--- src/rtl/exc_pkg.sv ---
// Shared encodings for the exception controller: FSM states and ESR syndrome codes.
package exc_pkg;

    typedef logic [1:0] state_t;

    localparam state_t ST_IDLE    = 2'd0;
    localparam state_t ST_HANDLER = 2'd1;
    localparam state_t ST_HALT    = 2'd2;

    localparam logic [3:0] ESR_IRQ    = 4'b0001;
    localparam logic [3:0] ESR_INVOP  = 4'b0010;
    localparam logic [3:0] ESR_DFAULT = 4'b1111;

endpackage

--- src/rtl/exc_ctrl_irq_sync.sv ---
// Two-flop synchronizer for the external interrupt level; synchronous active-high reset.
module irq_sync (
    input  logic clk,
    input  logic reset,
    input  logic i_async,
    output logic o_sync
);

    logic r_meta;
    logic r_sync;

    always_ff @(posedge clk) begin
        if (reset) begin
            r_meta <= 1'b0;
            r_sync <= 1'b0;
        end else begin
            r_meta <= i_async;
            r_sync <= r_meta;
        end
    end

    assign o_sync = r_sync;

endmodule

--- src/rtl/exc_ctrl.sv ---
// Exception controller: invalid-opcode/ERET/IRQ entry, ERET return, double-fault halt.
// Interrupt path (synchronizer + ExtIAck handshake) is built only with EXC_IRQ_EN defined.
module exc_ctrl
    import exc_pkg::*;
#(
    parameter logic [63:0] VEC_ADDR = 64'hD8
) (
    input  logic        clk,
    input  logic        reset,
    input  logic [63:0] PC_in,
    input  logic        ExcInvOpcode,
    input  logic        ERet,
    input  logic        ExtIRQ,
    output logic        Exc,
    output logic        ERetTaken,
    output logic [63:0] ELR,
    output logic [3:0]  ESR,
    output logic        ExtIAck,
    output logic        InHandler,
    output logic        Halt
);

    // The datapath consumes the vector address; it is carried here so the exception contract sits in one place.
    localparam logic [63:0] UNUSED_VEC_ADDR = VEC_ADDR;

    state_t      r_state;
    logic [63:0] r_elr;
    logic [3:0]  r_esr;
    logic        w_irq_sync;
    logic        w_ack;
    logic        w_idle;
    logic        w_take_inv;
    logic        w_take_eret;
    logic        w_take_irq;
    logic        w_accept;
    logic        w_dfault;
    logic        w_ret;

`ifdef EXC_IRQ_EN
    logic r_ack;

    irq_sync u_irq_sync (
        .clk    (clk),
        .reset  (reset),
        .i_async(ExtIRQ),
        .o_sync (w_irq_sync)
    );

    // Acknowledge holds until the synchronized request is seen low, blocking re-entry even after ERET.
    always_ff @(posedge clk) begin
        if (reset) begin
            r_ack <= 1'b0;
        end else if (w_take_irq) begin
            r_ack <= 1'b1;
        end else if (!w_irq_sync) begin
            r_ack <= 1'b0;
        end
    end

    assign w_ack = r_ack;
`else
    logic w_unused_irq;

    assign w_unused_irq = ExtIRQ;
    assign w_irq_sync   = 1'b0;
    assign w_ack        = 1'b0;
`endif

    assign w_idle      = (r_state == ST_IDLE);
    assign w_take_inv  = w_idle && ExcInvOpcode;
    assign w_take_eret = w_idle && !ExcInvOpcode && ERet;
    assign w_take_irq  = w_idle && !ExcInvOpcode && !ERet && w_irq_sync && !w_ack && !reset;
    assign w_accept    = w_take_inv || w_take_eret || w_take_irq;
    assign w_dfault    = (r_state == ST_HANDLER) && ExcInvOpcode;
    assign w_ret       = (r_state == ST_HANDLER) && !ExcInvOpcode && ERet;

    always_ff @(posedge clk) begin
        if (reset) begin
            r_state <= ST_IDLE;
            r_elr   <= 64'd0;
            r_esr   <= 4'd0;
        end else if (w_accept) begin
            r_state <= ST_HANDLER;
            r_elr   <= PC_in;
            r_esr   <= w_take_irq ? ESR_IRQ : ESR_INVOP;
        end else if (w_dfault) begin
            r_state <= ST_HALT;
            r_esr   <= ESR_DFAULT;
        end else if (w_ret) begin
            r_state <= ST_IDLE;
        end
    end

    assign Exc       = !reset && w_accept;
    assign ERetTaken = !reset && w_ret;
    assign ELR       = r_elr;
    assign ESR       = r_esr;
    assign ExtIAck   = w_ack;
    assign InHandler = (r_state == ST_HANDLER);
    assign Halt      = (r_state == ST_HALT);

endmodule

--- config.mk ---
export PLATFORM = sky130hd
export DESIGN_NAME = exc_ctrl
export DESIGN_NICKNAME = d
export VERILOG_FILES = /design/src/rtl/exc_pkg.sv /design/src/rtl/exc_ctrl_irq_sync.sv /design/src/rtl/exc_ctrl.sv
export SDC_FILE = /design/constraint.sdc
export NUM_CORES = 1
export LEC_CHECK = 0
export BUFFER_PORTS_ARGS = -buffer_cell sky130_fd_sc_hd__buf_2
export CORE_AREA = 2 2 82 84
export DETAILED_ROUTE_END_ITERATION = 10
export DIE_AREA = 0 0 84 86
export GPL_TIMING_DRIVEN = 0
export PLACE_DENSITY = 0.67
export SYNTH_ARGS = -nofsm -noshare
export SYNTH_HDL_FRONTEND = slang
export SYNTH_SLANG_ARGS = --single-unit
--- constraint.sdc ---
create_clock -name clk -period 2.3 [get_ports clk]
set_clock_uncertainty 0.15 [all_clocks]
set_input_delay 0.46 -clock clk [delete_from_list [all_inputs] [get_ports clk]]
set_output_delay 0.46 -clock clk [all_outputs]
set_load 0.02 [all_outputs]
# After elaboration in Yosys (flattened, before gate mapping)
# Cells that the tools add are included.
# W data, S select, Z words.
# word_totals
in_bits	69
output_inout_bits	73
ff_bits	68
# classes
reduce_logical	16
n_eq_ne	2
n_mux	5
# op_table
op	count
$logic_and A1 B1 Y1	8
$mux W2	4
$reduce_bool A2 Y1	2
$reduce_bool A3 Y1	1
$eq A2 B1 Y1 const B	1
$eq A2 B2 Y1 const B	1
$logic_not A1 Y1	2
$logic_not A2 Y1	1
$reduce_or A2 Y1	1
$logic_or A1 B1 Y1	1
$mux W1	1

# Depth between registers and ports, before layout
# Gate-level depths: netlist of the first run.
# logic_depth
ltp_word	6
depth_mapped	5

# Worst setup path before layout of the first run
# No wires, ideal clock.
# synth_timing
path_kind	register -> output
startpoint	register r_state[0]
endpoint	output port ERetTaken
n_path_buf	0
arrival_time_ns	1.178
required_time_ns	1.690
setup_slack_ns	0.512
path_stages_with_launch	3
cell_sequence	dfxtp_1 nor2b_1 and3_1
# synth_via
elab_chain_cells	4
# synth_lines
item	line	text
start: declaration	exc_ctrl.sv:26	state_t r_state;
start signal: assignment	exc_ctrl.sv:79	r_state <= ST_IDLE;
start signal: assignment	exc_ctrl.sv:83	r_state <= ST_HANDLER;
start signal: assignment	exc_ctrl.sv:87	r_state <= ST_HALT;
$eq A2 B1 Y1	--	
named net InHandler	exc_ctrl.sv:19	output logic InHandler,
$logic_and A1 B1 Y1 (2 in a row)	exc_ctrl.sv:75	assign w_ret = (r_state == ST_HANDLER) && !ExcInvOpcode && ERet;
$logic_and A1 B1 Y1	exc_ctrl.sv:95	assign ERetTaken = !reset && w_ret;
end: declaration	exc_ctrl.sv:15	output logic ERetTaken,
# The timed path passes the listed nets, and every way through them passes these cells.

# Worst setup path after layout of the first run
# layout_timing
startpoint	register r_state[1]
endpoint	output port Exc
# layout_via
elab_chain_cells	5
# layout_lines
item	line	text
$logic_not A2 Y1 (*)	exc_ctrl.sv:69	assign w_idle = (r_state == ST_IDLE);
$logic_and A1 B1 Y1	--	
$logic_and A1 B1 Y1	exc_ctrl.sv:71	assign w_take_eret = w_idle && !ExcInvOpcode && ERet;
$logic_or A1 B1 Y1 (*)	exc_ctrl.sv:73	assign w_accept = w_take_inv || w_take_eret || w_take_irq;
$logic_and A1 B1 Y1 (*)	exc_ctrl.sv:94	assign Exc = !reset && w_accept;
end: declaration	exc_ctrl.sv:14	output logic Exc,
# Every way passes the cells marked *; elsewhere a longest branch is shown, timed or not.

==> results of run 1 <==
logic make-up (layout without fill, tap and decap cells):
kind of cell / Yosys count / in the layout / synth area share [%]
other: 1 / 1 / 0.173
AND/OR/NAND/NOR: 9 / 9 / 2.31
AO/OA/AOI/OAI: 72 / 72 / 28.5
buffers and inverters: 18 / 173 / 6.23
flip-flops: 68 / 68 / 62.8
final timing paths:
kind | from | endpoint | depth (start not counted)
worst max-delay path | r_state[1] | Exc | 4
worst min-delay path | PC_in[35] | ELR[35] | 2
worst max register to register | r_state[1] | ELR[32] | 5
worst min register to register | ELR[14] | ELR[14] | 1
layer usage:
metal / share of wire [%] / GRT usage (%)
met5: 0 / 0
met3: 7.9 / 4.91
met1: 46 / 18.3
met4: 1.4 / 7.48
met2: 45 / 22.0
power by group:
group          total (W)  switching [W]  internal [W]
sequential       0.00135      0.0000592       0.00130
combinational   0.000560       0.000317      0.000243
clock           0.000810       0.000391      0.000419
total            0.00272       0.000767       0.00196
flip-flops by register name (all words and copies together) (netlist names):
| name | cells |
|---|---|
| ELR | 64 |
| ESR | 2 |
| r_state | 2 |
Yosys cell counts:
| library cell | instances |
|---|---|
| nand2_1 | 2 |
| inv_1 | 1 |
| nor2b_1 | 3 |
| a22o_1 | 64 |
| conb_1 | 1 |
| buf_2 | 3 |
| buf_6 | 3 |
| nor2_1 | 2 |
| dfxtp_1 | 68 |
| buf_4 | 11 |
| o21ba_1 | 1 |
| nor3_2 | 1 |
| and3_1 | 1 |
| a21oi_2 | 1 |
| o21bai_2 | 1 |
| a21oi_1 | 4 |
| o21bai_1 | 1 |
through the flow:
stage	area [µm²]	power (W)	std cells
2_1_floorplan	2170	0.00172	168
3_3_place_gp	2960	0.00194	384
3_5_place_dp	2960	0.00194	384
4_1_cts	3120	0.00276	400
5_1_grt	3120	0.00288	400
6_report	3120	0.00272	400
final cells by class:
type	instances	area, µm²
Tap cell	77	96.3
Sequential cell	68	1360
Multi-Input combinational cell	82	672
Buffer	17	131
Inverter	1	3.75
Clock buffer	14	153
Timing Repair Buffer	139	696
Clock inverter	2	10.0
Fill cell	607	3150
worst max-delay path, cell delays in order, from the launching register on:
cell and delay (ps):
dfxtp_1 330, o21bai_2 200, nor3_2 180, buf_2 240
buf_2 190
==> run summary, run 1 <==
status - finished, final reports clean
I/O pins - 142
worst skew pair latency - 320 ps
number of global-route vias before repair - 1836
DRT iter0 DRCs - 57
Pre-Repair DR Iteration Count - 4
Yosys reg bits - 68
Core Region - 0.00628 mm²
CP Capture Type - primary output
Req. time, crit path - 1690 ps
CP Max Fanout - 10
CP Data Arrival Time - 1470 ps
P_leak - 1.63 nW
routed vias/inst - 4.65
TritonCTS Buffers - 9
RSZ-0062 raised after global routing - no
number of port buffers - 139
Placer Congestion - 0.729
Setup Buffers After CTS - 0
period utilization - 90.5%
Layout Utilization - 49.8%
Crit Path Class - register to primary output
fin. max-slew vios - 0
Syn Std Cell Area - 0.00217 mm²
Die Y - 86 µm
CTS sink cnt - 68
htree depth - 3
Vias - 1858
Clock Path Buffers - 2
Highest Clock Rate - 481 MHz
layout cell share with drive strength beyond 1 - 52.9%
Rows - 29
Remaining DRCs - 0
first-pass GRT wire length - 8390 µm
total die area - 0.00722 mm²
Chip Width - 84 µm
flop-to-flop setup slack - 800 ps
final net count - 387
setup violators final - 0
min-delay worst type - primary input to register
TritonCTS clock tree - done
Routed Wire Length - 5150 µm
n_diodes - 0
commonest non-fill, non-tap cell in the layout - buf_2
Netlist cell types - 17
final hold slack - 200 ps
Antenna Nets Post-Route - 0
Initial Util - 34.5%
Power Density - 872 mW/mm²
Syn. warnings - 0
maxcap violations - 0
PostCTS Resize Cnt - 0
Area contributors post-synth - dfxtp_1, a22o_1, buf_4
WL/cell - 12.9 µm
CTS Hold Bufs - 0
dpl ws - 355 ps
gr usage total - 14.5%
largest area contributor in the netlist - dfxtp_1
clock root cell - clkbuf_8
Layout area overhead - 44.0%
Synth Area per Inst - 12.9 µm²
GRT Residual Overflow - 0
antenna violations before repair - 0
largest net degree at the start of global routing - 11
most frequent cells in the layout - buf_2, dfxtp_1, a22o_1
TNS Setup - 0 ps
Gate Count Post-Synth - 168
post-layout min period - 2080 ps
post-synth top area share - 62.8%
crit path launch type - register
Max IR drop VDD - 478 µV
Reg clk slew, reported paths - 70 ps
Synth Net Count - 237
post-synthesis sequential area ratio - 62.8%
HPWL after DPL - 3750 µm
Setup WS post-layout - 219 ps
Final Hold Fails - 0
Power figures use the tool's default switching activity.
==> inputs of run 2 (changes only) <==
--- a/config.mk
+++ b/config.mk
@@ -7,6 +7,7 @@
 export LEC_CHECK = 0
 export BUFFER_PORTS_ARGS = -buffer_cell sky130_fd_sc_hd__buf_2
 export CORE_AREA = 2 2 82 84
+export CTS_BUF_LIST = sky130_fd_sc_hd__clkbuf_16
 export DETAILED_ROUTE_END_ITERATION = 10
 export DIE_AREA = 0 0 84 86
 export GPL_TIMING_DRIVEN = 0
==> run 2 against run 1 <==
Net effect:
- hold slack improved by 11 ps
- non-clock buffer count did not move
- critical path depth did not move
- critical path type unchanged
==> run summary, run 2 (synthesis results as in run 1) <==
status - finished, final reports clean
TritonCTS Buffers - 9 (unchanged)
layout cell share with drive strength beyond 1 - 52.6% (-0.31 points)
Internal - 0.00224 W (+15%)
htree depth - 3 (unchanged)
Antenna Nets Post-Route - 0 (unchanged)
Remaining DRCs - 0 (unchanged)
combinational power share - 18.3% (-2.3 points)
final cell count without fillers - 400 (unchanged)
Vias - 1848 (-0.54%)
CTS sink cnt - 68 (unchanged)
dpl cell area - 0.00296 mm² (unchanged)
min-delay worst type - primary input to register
most frequent cells in the layout - buf_2, dfxtp_1, a22o_1
max reg flops - 64 (unchanged)
WL/cell - 13.0 µm (+1.1%)
crit path launch type - register
TNS Setup - 0 ps (unchanged)
gr usage total - 14.4% (-0.10 points)
Placer Congestion - 0.729 (unchanged)
Clock Path Buffers - 2 (unchanged)
CP Capture Type - primary output
final net count - 387 (unchanged)
Req. time, crit path - 1690 ps (about the same)
period utilization - 89.9% (-0.53 points)
clock root cell - clkbuf_16
worst skew pair latency - 310 ps (about the same)
Reg clk slew, reported paths - 50 ps (-20 ps)
Placed Cells - 384 (unchanged)
HPWL after DPL - 3750 µm (unchanged)
multi-input combinational cell area - 672 µm² (unchanged)
NetSw - 0.000813 W (+6.0%)
number of global-route vias before repair - 1848 (+0.65%)
n_diodes - 0 (unchanged)
Rows - 29 (unchanged)
P_leak - 1.69 nW (+3.5%)
Power Density - 951 mW/mm² (+9.0%)
Setup WS post-layout - 231 ps (+12.2 ps)
dpl ws - 355 ps (unchanged)
largest net degree at the start of global routing - 11 (unchanged)
Initial Util - 34.5% (unchanged)
Die Y - 86 µm (unchanged)
design area - 0.00321 mm² (+2.9%)
CP Data Arrival Time - 1460 ps (about the same)
Clk pwr share - 37.3% (+7.6 points)
worst setup path start - r_state[1]
Setup Buffers After CTS - 0 (unchanged)
maxcap violations - 0 (unchanged)
Max IR drop VDD - 457 µV (-4.3%)
post-layout min period - 2070 ps (-12.2 ps)
DRT iter0 DRCs - 65 (+14%)
Core Region - 0.00628 mm² (unchanged)
Highest Clock Rate - 483 MHz (+0.59%)
FILL cells - 589 (-3.0%)
CTS Hold Bufs - 0 (unchanged)
RR Startpoint - r_state[1]
flop-to-flop setup slack - 800 ps (about the same)
Layout area overhead - 48.2%
number of port buffers - 139 (unchanged)
Routed Wire Length - 5210 µm (+1.1%)
CP Max Fanout - 10 (unchanged)
PostCTS Resize Cnt - 0 (unchanged)
TritonCTS clock tree - done
final hold slack - 210 ps (+10.8 ps)
Final Hold Fails - 0 (unchanged)
total die area - 0.00722 mm² (unchanged)
min-delay src - PC_in[35]
routed vias/inst - 4.62 (-0.54%)
RSZ-0062 raised after global routing - no
commonest non-fill, non-tap cell in the layout - buf_2
Pre-Repair DR Iteration Count - 4 (unchanged)
fin. max-slew vios - 0 (unchanged)
GRT Residual Overflow - 0 (unchanged)
I/O pins - 142 (unchanged)
Crit Path Class - register to primary output
FF/Latch Area - 0.00136 mm² (unchanged)
setup violators final - 0 (unchanged)
Seq pwr share - 44.4% (-5.3 points)
antenna violations before repair - 0 (unchanged)
first-pass GRT wire length - 8420 µm (+0.41%)
switching share of power - 26.6% (-1.6 points)
Chip Width - 84 µm (unchanged)
[run 2: final timing paths]
path / endpoint / cells past startpoint
worst max-delay path: Exc / 4
worst min-delay path: ELR[35] / 2
worst max register to register: ELR[5] / 5
worst min register to register: ELR[14] / 1
[run 2: worst max-delay path, stage by stage, from the launching register on]
cell	delay, ps
dfxtp_1	330
o21bai_2	200
nor3_2	180
buf_2	240
buf_2	190
[run 2: area by class of cell]
class | count | share of cell area [%]
plain buffers | 17 | 4.09
clock buffers | 9 | 7.01
clock inverters | 7 | 0.895
inverters | 1 | 0.117
multi-input cells | 82 | 20.9
flip-flops and latches | 68 | 42.4
well taps | 77 | 3.00
repair buffers | 139 | 21.6
[run 2: metal layers]
| layer | vias to the layer above | GRT usage [%] | routed length (µm) |
|---|---|---|---|
| li1 | 932 | - | - |
| met1 | 826 | 18.3 | 2410 |
| met2 | 83 | 22.4 | 2340 |
| met3 | 7 | 4.33 | 399 |
| met4 | 0 | 7.04 | 55 |
| met5 | - | 0 | 0 |
[run 2: power groups by stage]
stage	logic, W	clock network (W)	registers [W]
floorplan	0.000208	0	0.00152
global placement	0.000561	0	0.00138
detailed placement	0.000566	0	0.00138
CTS	0.000567	0.00117	0.00136
global route	0.000603	0.00124	0.00137
finish	0.000560	0.00114	0.00136
[run 2: per-stage QoR]
step	total power, W	utilization [%]
floorplan	0.00172	-
global placement	0.00194	47.2
detailed placement	0.00194	47.2
CTS	0.00309	51.2
global route	0.00321	51.2
finish	0.00306	51.2
==> inputs of run 3 (changes only) <==
--- a/config.mk
+++ b/config.mk
@@ -12,6 +12,7 @@
 export DIE_AREA = 0 0 84 86
 export GPL_TIMING_DRIVEN = 0
 export PLACE_DENSITY = 0.67
+export RECOVER_POWER = 50
 export SYNTH_ARGS = -nofsm -noshare
 export SYNTH_HDL_FRONTEND = slang
 export SYNTH_SLANG_ARGS = --single-unit
==> constraint.sdc (replaced) <==
create_clock -name clk -period 2.3 [get_ports clk]
set_clock_uncertainty 0.15 [all_clocks]
set_input_delay 0.345 -clock clk [delete_from_list [all_inputs] [get_ports clk]]
set_output_delay 0.345 -clock clk [all_outputs]
set_load 0.02 [all_outputs]
==> run 3 against run 2 <==
Net effect:
- count of clock-buffer cells in the layout did not move
- hold slack worse by 110 ps
- fmax up 5.9%
- global-route usage did not move
- combinational power down 5.7%
- via count increased by 0.27%
- critical path depth unchanged
- highest routed layer unchanged
==> run summary, run 3 (synthesis results as in run 1) <==
status - finished, final reports clean
Final Hold Fails - 0 (unchanged)
crit path launch type - register
Crit Path Class - register to primary output
Vias - 1853 (+0.27%)
Initial Util - 34.5% (unchanged)
I/O pins - 142 (unchanged)
DR top layer - met4
HPWL after DPL - 3750 µm (unchanged)
switching share of power - 27.0% (+0.37 points)
P_leak - 1.43 nW (-15%)
PostCTS Resize Cnt - 0 (unchanged)
Die Y - 86 µm (unchanged)
Clock Path Buffers - 2 (unchanged)
TritonCTS Buffers - 9 (unchanged)
total die area - 0.00722 mm² (unchanged)
Slew HR - 66.5%
DRT iter0 DRCs - 63 (-3.1%)
clock root cell - clkbuf_16
Internal - 0.00221 W (-1.4%)
met3 wire len - 404 µm (+1.3%)
most frequent cells in the layout - buf_2, dfxtp_1, clkbuf_1
CP Data Arrival Time - 1460 ps (about the same)
TNS Setup - 0 ps (unchanged)
setup violators final - 0 (unchanged)
largest net degree at the start of global routing - 11 (unchanged)
commonest non-fill, non-tap cell in the layout - buf_2
met2 routed WL - 2350 µm (+0.47%)
met1 WL - 2430 µm (+0.83%)
Routed Wire Length - 5240 µm (+0.67%)
NetSw - 0.000817 W (+0.47%)
Highest Clock Rate - 512 MHz (+5.9%)
Placer Congestion - 0.729 (unchanged)
fin. max-slew vios - 0 (unchanged)
CTS sink cnt - 68 (unchanged)
Remaining DRCs - 0 (unchanged)
first-pass GRT wire length - 8420 µm (unchanged)
layout cell share with drive strength beyond 1 - 31.9% (-21 points)
GRT Residual Overflow - 0 (unchanged)
routed vias/inst - 4.63 (+0.27%)
gr usage total - 14.4% (unchanged)
dpl cell area - 0.00296 mm² (unchanged)
worst skew pair latency - 310 ps (about the same)
Reg clk slew, reported paths - 50 ps (about the same)
maxcap violations - 0 (unchanged)
WL/cell - 13.1 µm (+0.67%)
Layout area overhead - 44.3%
WHS Path Cells - 2 (unchanged)
FF-to-FF path depth - 5 (unchanged)
Core Region - 0.00628 mm² (unchanged)
design area - 0.00313 mm² (-2.7%)
CTS Hold Bufs - 0 (unchanged)
combinational power share - 17.4% (-0.9 points)
period utilization - 84.9% (-5.0 points)
n_diodes - 0 (unchanged)
Chip Width - 84 µm (unchanged)
TritonCTS clock tree - done
Seq pwr share - 44.9% (+0.5 points)
final hold slack - 96.4 ps (-114 ps)
Power Density - 968 mW/mm² (+1.8%)
Rows - 29 (unchanged)
min-delay worst type - primary input to register
final net count - 387 (unchanged)
htree depth - 3 (unchanged)
Req. time, crit path - 1800 ps (+110 ps)
Setup Buffers After CTS - 0 (unchanged)
max reg flops - 64 (unchanged)
Antenna Nets Post-Route - 0 (unchanged)
RSZ-0062 raised after global routing - no
Max IR drop VDD - 452 µV (-1.2%)
post-layout min period - 1950 ps (-116 ps)
number of global-route vias before repair - 1848 (unchanged)
CP Max Fanout - 10 (unchanged)
CP Capture Type - primary output
number of port buffers - 139 (unchanged)
antenna violations before repair - 0 (unchanged)
Clk pwr share - 37.6% (+0.3 points)
Worst-Margin Slew - 502 ps
Pre-Repair DR Iteration Count - 4 (unchanged)
Layout Utilization - 49.8% (-1.4 points)
[run 3: path summary, 6_finish.rpt]
kind                   start      end  slack (ps)
setup reg to reg  r_state[1]   ELR[5]         520
hold reg to reg      ELR[14]  ELR[14]         320
setup / recovery  r_state[1]      Exc         350
hold / removal     PC_in[35]  ELR[35]         100
[run 3: layer usage]
layer | GRT usage (%) | vias up
li1 | - | 930
met1 | 18.3 | 833
met2 | 22.4 | 83
met3 | 4.33 | 7
met4 | 7.04 | 0
met5 | 0 | -
[run 3: cell type report]
cell class / instances / area (µm²)
buffer: 17 / 128
clock inverter: 7 / 28.8
tap: 77 / 96.3
inverter: 1 / 3.75
clock buffer: 9 / 225
fill: 624 / 3150
multi-input combinational: 82 / 672
timing repair buffer: 139 / 613
sequential: 68 / 1360
[run 3: power by group through the flow]
stage | Sequential (W) | Clock, W | Combinational, W
2_1_floorplan | 0.00152 | 0 | 0.000208
3_3_place_gp | 0.00138 | 0 | 0.000561
3_5_place_dp | 0.00138 | 0 | 0.000566
4_1_cts | 0.00136 | 0.00117 | 0.000567
5_1_grt | 0.00137 | 0.00124 | 0.000571
6_report | 0.00136 | 0.00114 | 0.000528
[run 3: worst max-delay path, stage by stage, from the launching register on]
cell      delay (ps)
dfxtp_1          330
o21bai_2         200
nor3_2           170
buf_2            240
buf_2            190
[run 3: through the flow]
stage | instances | worst slack (ps) | total power [W]
floorplan | 168 | 627 | 0.00172
global placement | 384 | 609 | 0.00194
detailed placement | 384 | 585 | 0.00194
CTS | 400 | 301 | 0.00309
global route | 400 | 219 | 0.00318
finish | 400 | 347 | 0.00303
